**src/rtl/reg_dump_tx.sv**
```systemverilog
// Walks every architectural register through a read port and streams it out bytewise.
// Optional two-byte header (0xA5, REG_COUNT[7:0]) enabled by defining REG_DUMP_HEADER_EN.
module reg_dump_tx #(
   parameter int unsigned DATA_WIDTH = 32,
   parameter int unsigned REG_COUNT  = 32,
   parameter int unsigned ADDR_WIDTH = 5
) (
   input  logic                  clk_i,
   input  logic                  rst_ni,
   input  logic                  start_i,
   output logic [ADDR_WIDTH-1:0] rd_addr_o,
   input  logic [DATA_WIDTH-1:0] rd_data_i,
   output logic [7:0]            tx_data_o,
   output logic                  tx_valid_o,
   input  logic                  tx_ready_i,
   output logic                  busy_o,
   output logic                  done_o
);

   localparam int unsigned NumBytes = DATA_WIDTH / 8;
   localparam int unsigned CntWidth = (NumBytes > 2) ? $clog2(NumBytes) : 1;
   localparam logic [CntWidth-1:0]   LastByte = CntWidth'(NumBytes - 1);
   localparam logic [ADDR_WIDTH-1:0] LastIdx  = ADDR_WIDTH'(REG_COUNT - 1);

   localparam logic [2:0] StIdle = 3'd0;
   localparam logic [2:0] StRead = 3'd1;
   localparam logic [2:0] StSend = 3'd2;
   localparam logic [2:0] StDone = 3'd3;
`ifdef REG_DUMP_HEADER_EN
   localparam logic [2:0] StHeader = 3'd4;
   localparam logic [7:0] HdrMagic = 8'hA5;
   localparam logic [7:0] HdrCount = 8'(REG_COUNT);
`endif

   logic [2:0]            state_q, state_d;
   logic [ADDR_WIDTH-1:0] idx_q, idx_d;
   logic [CntWidth-1:0]   byte_cnt_q, byte_cnt_d;
   logic [DATA_WIDTH-1:0] shift_q, shift_d;
   logic                  xfer;

   assign xfer = tx_valid_o && tx_ready_i;

   always_comb begin
      state_d    = state_q;
      idx_d      = idx_q;
      byte_cnt_d = byte_cnt_q;
      shift_d    = shift_q;
      case (state_q)
         StIdle: begin
            if (start_i) begin
               idx_d      = '0;
               byte_cnt_d = '0;
`ifdef REG_DUMP_HEADER_EN
               state_d    = StHeader;
`else
               state_d    = StRead;
`endif
            end
         end
`ifdef REG_DUMP_HEADER_EN
         StHeader: begin
            if (xfer) begin
               if (byte_cnt_q != '0) begin
                  byte_cnt_d = '0;
                  state_d    = StRead;
               end else begin
                  byte_cnt_d = byte_cnt_q + CntWidth'(1);
               end
            end
         end
`endif
         StRead: begin
            shift_d    = rd_data_i;
            byte_cnt_d = '0;
            state_d    = StSend;
         end
         StSend: begin
            if (xfer) begin
               shift_d    = shift_q >> 8;
               byte_cnt_d = byte_cnt_q + CntWidth'(1);
               if (byte_cnt_q == LastByte) begin
                  if (idx_q == LastIdx) begin
                     state_d = StDone;
                  end else begin
                     idx_d   = idx_q + ADDR_WIDTH'(1);
                     state_d = StRead;
                  end
               end
            end
         end
         StDone:  state_d = StIdle;
         default: state_d = StIdle;
      endcase
   end

   always_ff @(posedge clk_i) begin
      if (!rst_ni) begin
         state_q    <= StIdle;
         idx_q      <= '0;
         byte_cnt_q <= '0;
         shift_q    <= '0;
      end else begin
         state_q    <= state_d;
         idx_q      <= idx_d;
         byte_cnt_q <= byte_cnt_d;
         shift_q    <= shift_d;
      end
   end

   // idx only moves on the SEND->READ hop, so it doubles as the held read address.
   assign rd_addr_o = idx_q;
   assign busy_o    = (state_q != StIdle);
   assign done_o    = (state_q == StDone);

   always_comb begin
      tx_valid_o = 1'b0;
      tx_data_o  = 8'h00;
      if (state_q == StSend) begin
         tx_valid_o = 1'b1;
         tx_data_o  = shift_q[7:0];
      end
`ifdef REG_DUMP_HEADER_EN
      if (state_q == StHeader) begin
         tx_valid_o = 1'b1;
         tx_data_o  = (byte_cnt_q == '0) ? HdrMagic : HdrCount;
      end
`endif
   end

endmodule

```
**config.mk**
```make
export PLATFORM = sky130hd
export DESIGN_NAME = reg_dump_tx
export DESIGN_NICKNAME = d
export VERILOG_FILES = /design/src/rtl/reg_dump_tx.sv
export SDC_FILE = /design/constraint.sdc
export NUM_CORES = 1
export LEC_CHECK = 0
export ABC_AREA = 1
export BUFFER_PORTS_ARGS = -buffer_cell sky130_fd_sc_hd__buf_2
export CORE_MARGIN = 3
export CORE_UTILIZATION = 52
export DETAILED_ROUTE_END_ITERATION = 16
export PLACE_DENSITY = 0.86
export SKIP_LAST_GASP = 1
export SLEW_MARGIN = 20
export SYNTH_ARGS = -nofsm -noshare
export SYNTH_HDL_FRONTEND = slang
export SYNTH_SLANG_ARGS = --single-unit
```
**constraint.sdc**
```tcl
create_clock -name clk_i -period 2 [get_ports clk_i]
set_input_delay 0.3 -clock clk_i [delete_from_list [all_inputs] [get_ports clk_i]]
set_output_delay 0.3 -clock clk_i [all_outputs]
set_load 0.01 [all_outputs]
```
==> run summary <==
CTS-repair resized insts -> 0
Worst Hold Path Cells -> 3
DR iter-0 viols -> 94
Lkg Pwr -> 1.164 nW
Sequential share of power -> 0.472
Synthesized flop and latch total -> 41
I/O pin count -> 52
Clk buf depth -> 2
Worst hold path class -> in2reg
Max VDD drop -> 0.5429 mV
Clk pwr share -> 0.275
Fraction of layout cells with a size suffix above 1 -> 0.2079
Crit path max-delay family -> simple AND/OR/NAND/NOR gates
Largest net degree at the start of global routing -> 36
DR vias/cell -> 4.854
Syn nets -> 347
EDFF count, synth -> 0
Synth top area cells -> dfxtp_1 (41%), nand2_1 (19%), nor2_1 (12%)
Comb power frac -> 0.253
Max Freq -> 551.8 MHz
DR vias -> 1961
Cell area after synthesis -> 0.002017 mm²
Finished Layout Cells -> 404
CTS tree -> built
Final WS setup -> 0.1879 ns
Final setup TNS -> 0 ns
Vias in the first global route -> 1628
Max_slew headroom -> 0.5905
CTS root buf -> clkbuf_8
Worst-margin pin slew -> 0.6128 ns
Synth warn -> 0
# clock sinks -> 41
Reg2Reg Depth -> 9
Placed cell count -> 396
Cts hold-fix bufs -> 0
Synth Flop Type -> dfxtp_1
Placed cell areas -> 0.002248 mm²
Count leader, synth -> nand2_1
Initial antenna violation count -> 0
Die ar. -> 0.004662 mm²
Min Tclk post-route -> 1.812 ns
Unrepaired setup endpoints after global routing -> false
Final-report hold violation count -> 0
CP bufs+invs -> 0
Crit start category -> flip-flop
GRT overflow -> 0
# Post-CTS Setup Buffers -> 0
Cells after Synth -> 308
Critical-path maximum fanout -> 7
Input/output buffers -> 51
Reg clk slew, reported paths -> 0.08 ns
Seq/Total Area, Yosys -> 0.4069
Max Cap Violations -> 0
Post-synth top cells -> nand2_1 (104), nor2_1 (65), dfxtp_1 (41)
Worst Path Required -> 2.23 ns
WP depth -> 9
Crit path cell chain -> ha_1, nand2_1, nor2_1, ha_1, a21oi_1, nand3_2, nor2_1, nor2_1, nor2_1
Share of the synthesized area in the top cell type -> 0.4069
Number of antenna diodes -> 0
Post-route clock skew -> 0.008935 ns
Fin area -> 0.002355 mm²
CTS Buf Count -> 5
Most used cell, CP -> nor2_1
Internal -> 1.442 mW
Die span in x -> 68.28 µm
Switching Share -> 0.3223
Post-synth cell types -> 25
Async set-reset flop share out of synthesis -> 0
First-pass GRT wire length -> 6941 µm
Crit. End Element -> flip-flop
Worst-Skew Late Latency -> 0.29 ns
CP peak stage delay -> 0.36 ns
Core ar. -> 0.003689 mm²
Cell Rows -> 22
Slew Limit Fails -> 0
# DRC -> 0
Status -> completed
GP Congestion -> 0.7395
Nets -> 394
Synth area leader -> dfxtp_1
WS Path Type -> reg2reg
Die H -> 68.28 µm
WP data arrival -> 2.05 ns
H-tree Lvls -> 2
Initial Util -> 0.5468
Slowest cell on crit path -> dfxtp_1
Global Route Usage Sum -> 0.1988
NetSw -> 0.6858 mW
Area Growth Syn to Fin -> 16.75%
Avg Cell Area, Syn -> 6.548 µm²
Power Density -> 903.8 mW/mm²
Final WL -> 4193 µm
DR pass1 iterations -> 4
Hold WS -> 0.2574 ns
Setup violators final -> 0
Final cycle utilization of the critical path -> 0.9061
Dpl hpwl -> 2958 µm
Per-cell routed wire length -> 10.38 µm
Post-DRT Antenna Nets -> 0
Post-place setup slack -> 0.1838 ns
## routing by layer
layer,wire length (µm),up-vias,GRT usage,part of all wire
met4,21,0,0.06452,0.0050
li1,-,1045,-,-
met1,1799,852,0.2352,0.43
met5,0,-,0,0
met2,2074,60,0.3442,0.49
met3,298,4,0.05583,0.071
## flip-flops by register name, summed over array words and instances, names as in the netlist
register	count
state_q	2
byte_cnt_q	2
rd_addr_o	5
shift_q	32
## worst reg2reg max path, cell delays in order (launching register included)
cell and delay (ns):
dfxtp_1 0.36, ha_1 0.23, nand2_1 0.11, nor2_1 0.06
ha_1 0.19, a21oi_1 0.32, nand3_2 0.22, nor2_1 0.13
nor2_1 0.05, nor2_1 0.09
## placed cells by master (no fill, tap or decap), types with 2 or more instances in the layout
cell / n
buf_4: 4
a21oi_1: 15
nand2_2: 2
ha_1: 3
buf_2: 51
nand4_1: 4
nand2_1: 104
clkbuf_8: 7
inv_1: 19
inv_2: 3
o21ai_1: 8
nor2_1: 65
o21ai_0: 17
nor2_4: 3
dfxtp_1: 41
nand3_1: 4
## area by class of cell
type                    instances  area (µm²)
multi-input cells             230        1005
inverters                      22       82.58
fillers                       362        1334
clock buffers                   7       96.34
clock inverters                 1       5.005
well taps                      48       60.06
flip-flops and latches         41       820.8
repair buffers                 55       285.3
## per-stage QoR
| stage | util | power, mW |
|---|---|---|
| CTS | 0.6370 | 2.143 |
| global route | 0.6384 | 2.277 |
| detailed placement | 0.6096 | 1.561 |
| floorplan | - | 1.451 |
| global placement | 0.6096 | 1.543 |
| finish | 0.6384 | 2.128 |
## power groups by stage
stage	Clock, mW	Sequential (mW)	Combinational (mW)
floorplan	0	1.01	0.438
global placement	0	1.02	0.526
detailed placement	0	1.02	0.536
CTS	0.597	1.01	0.540
global route	0.629	1.02	0.629
finish	0.584	1.01	0.538
## final timing paths
kind	to	slack [ns]	startpoint
min	shift_q[26]	0.26	rd_data_i[26]
max reg2reg	rd_addr_o[2]	0.19	rd_addr_o[0]
min reg2reg	shift_q[24]	0.46	shift_q[24]
max	rd_addr_o[2]	0.19	rd_addr_o[0]
## cell families after synthesis
family,after synthesis,synth area share
flops,41,0.4069
simple gates,185,0.3710
buf+inv,37,0.09739
fa+ha+maj,3,0.01861
compound gates,42,0.1061
Note: power is estimated with default switching activity, not from simulation.
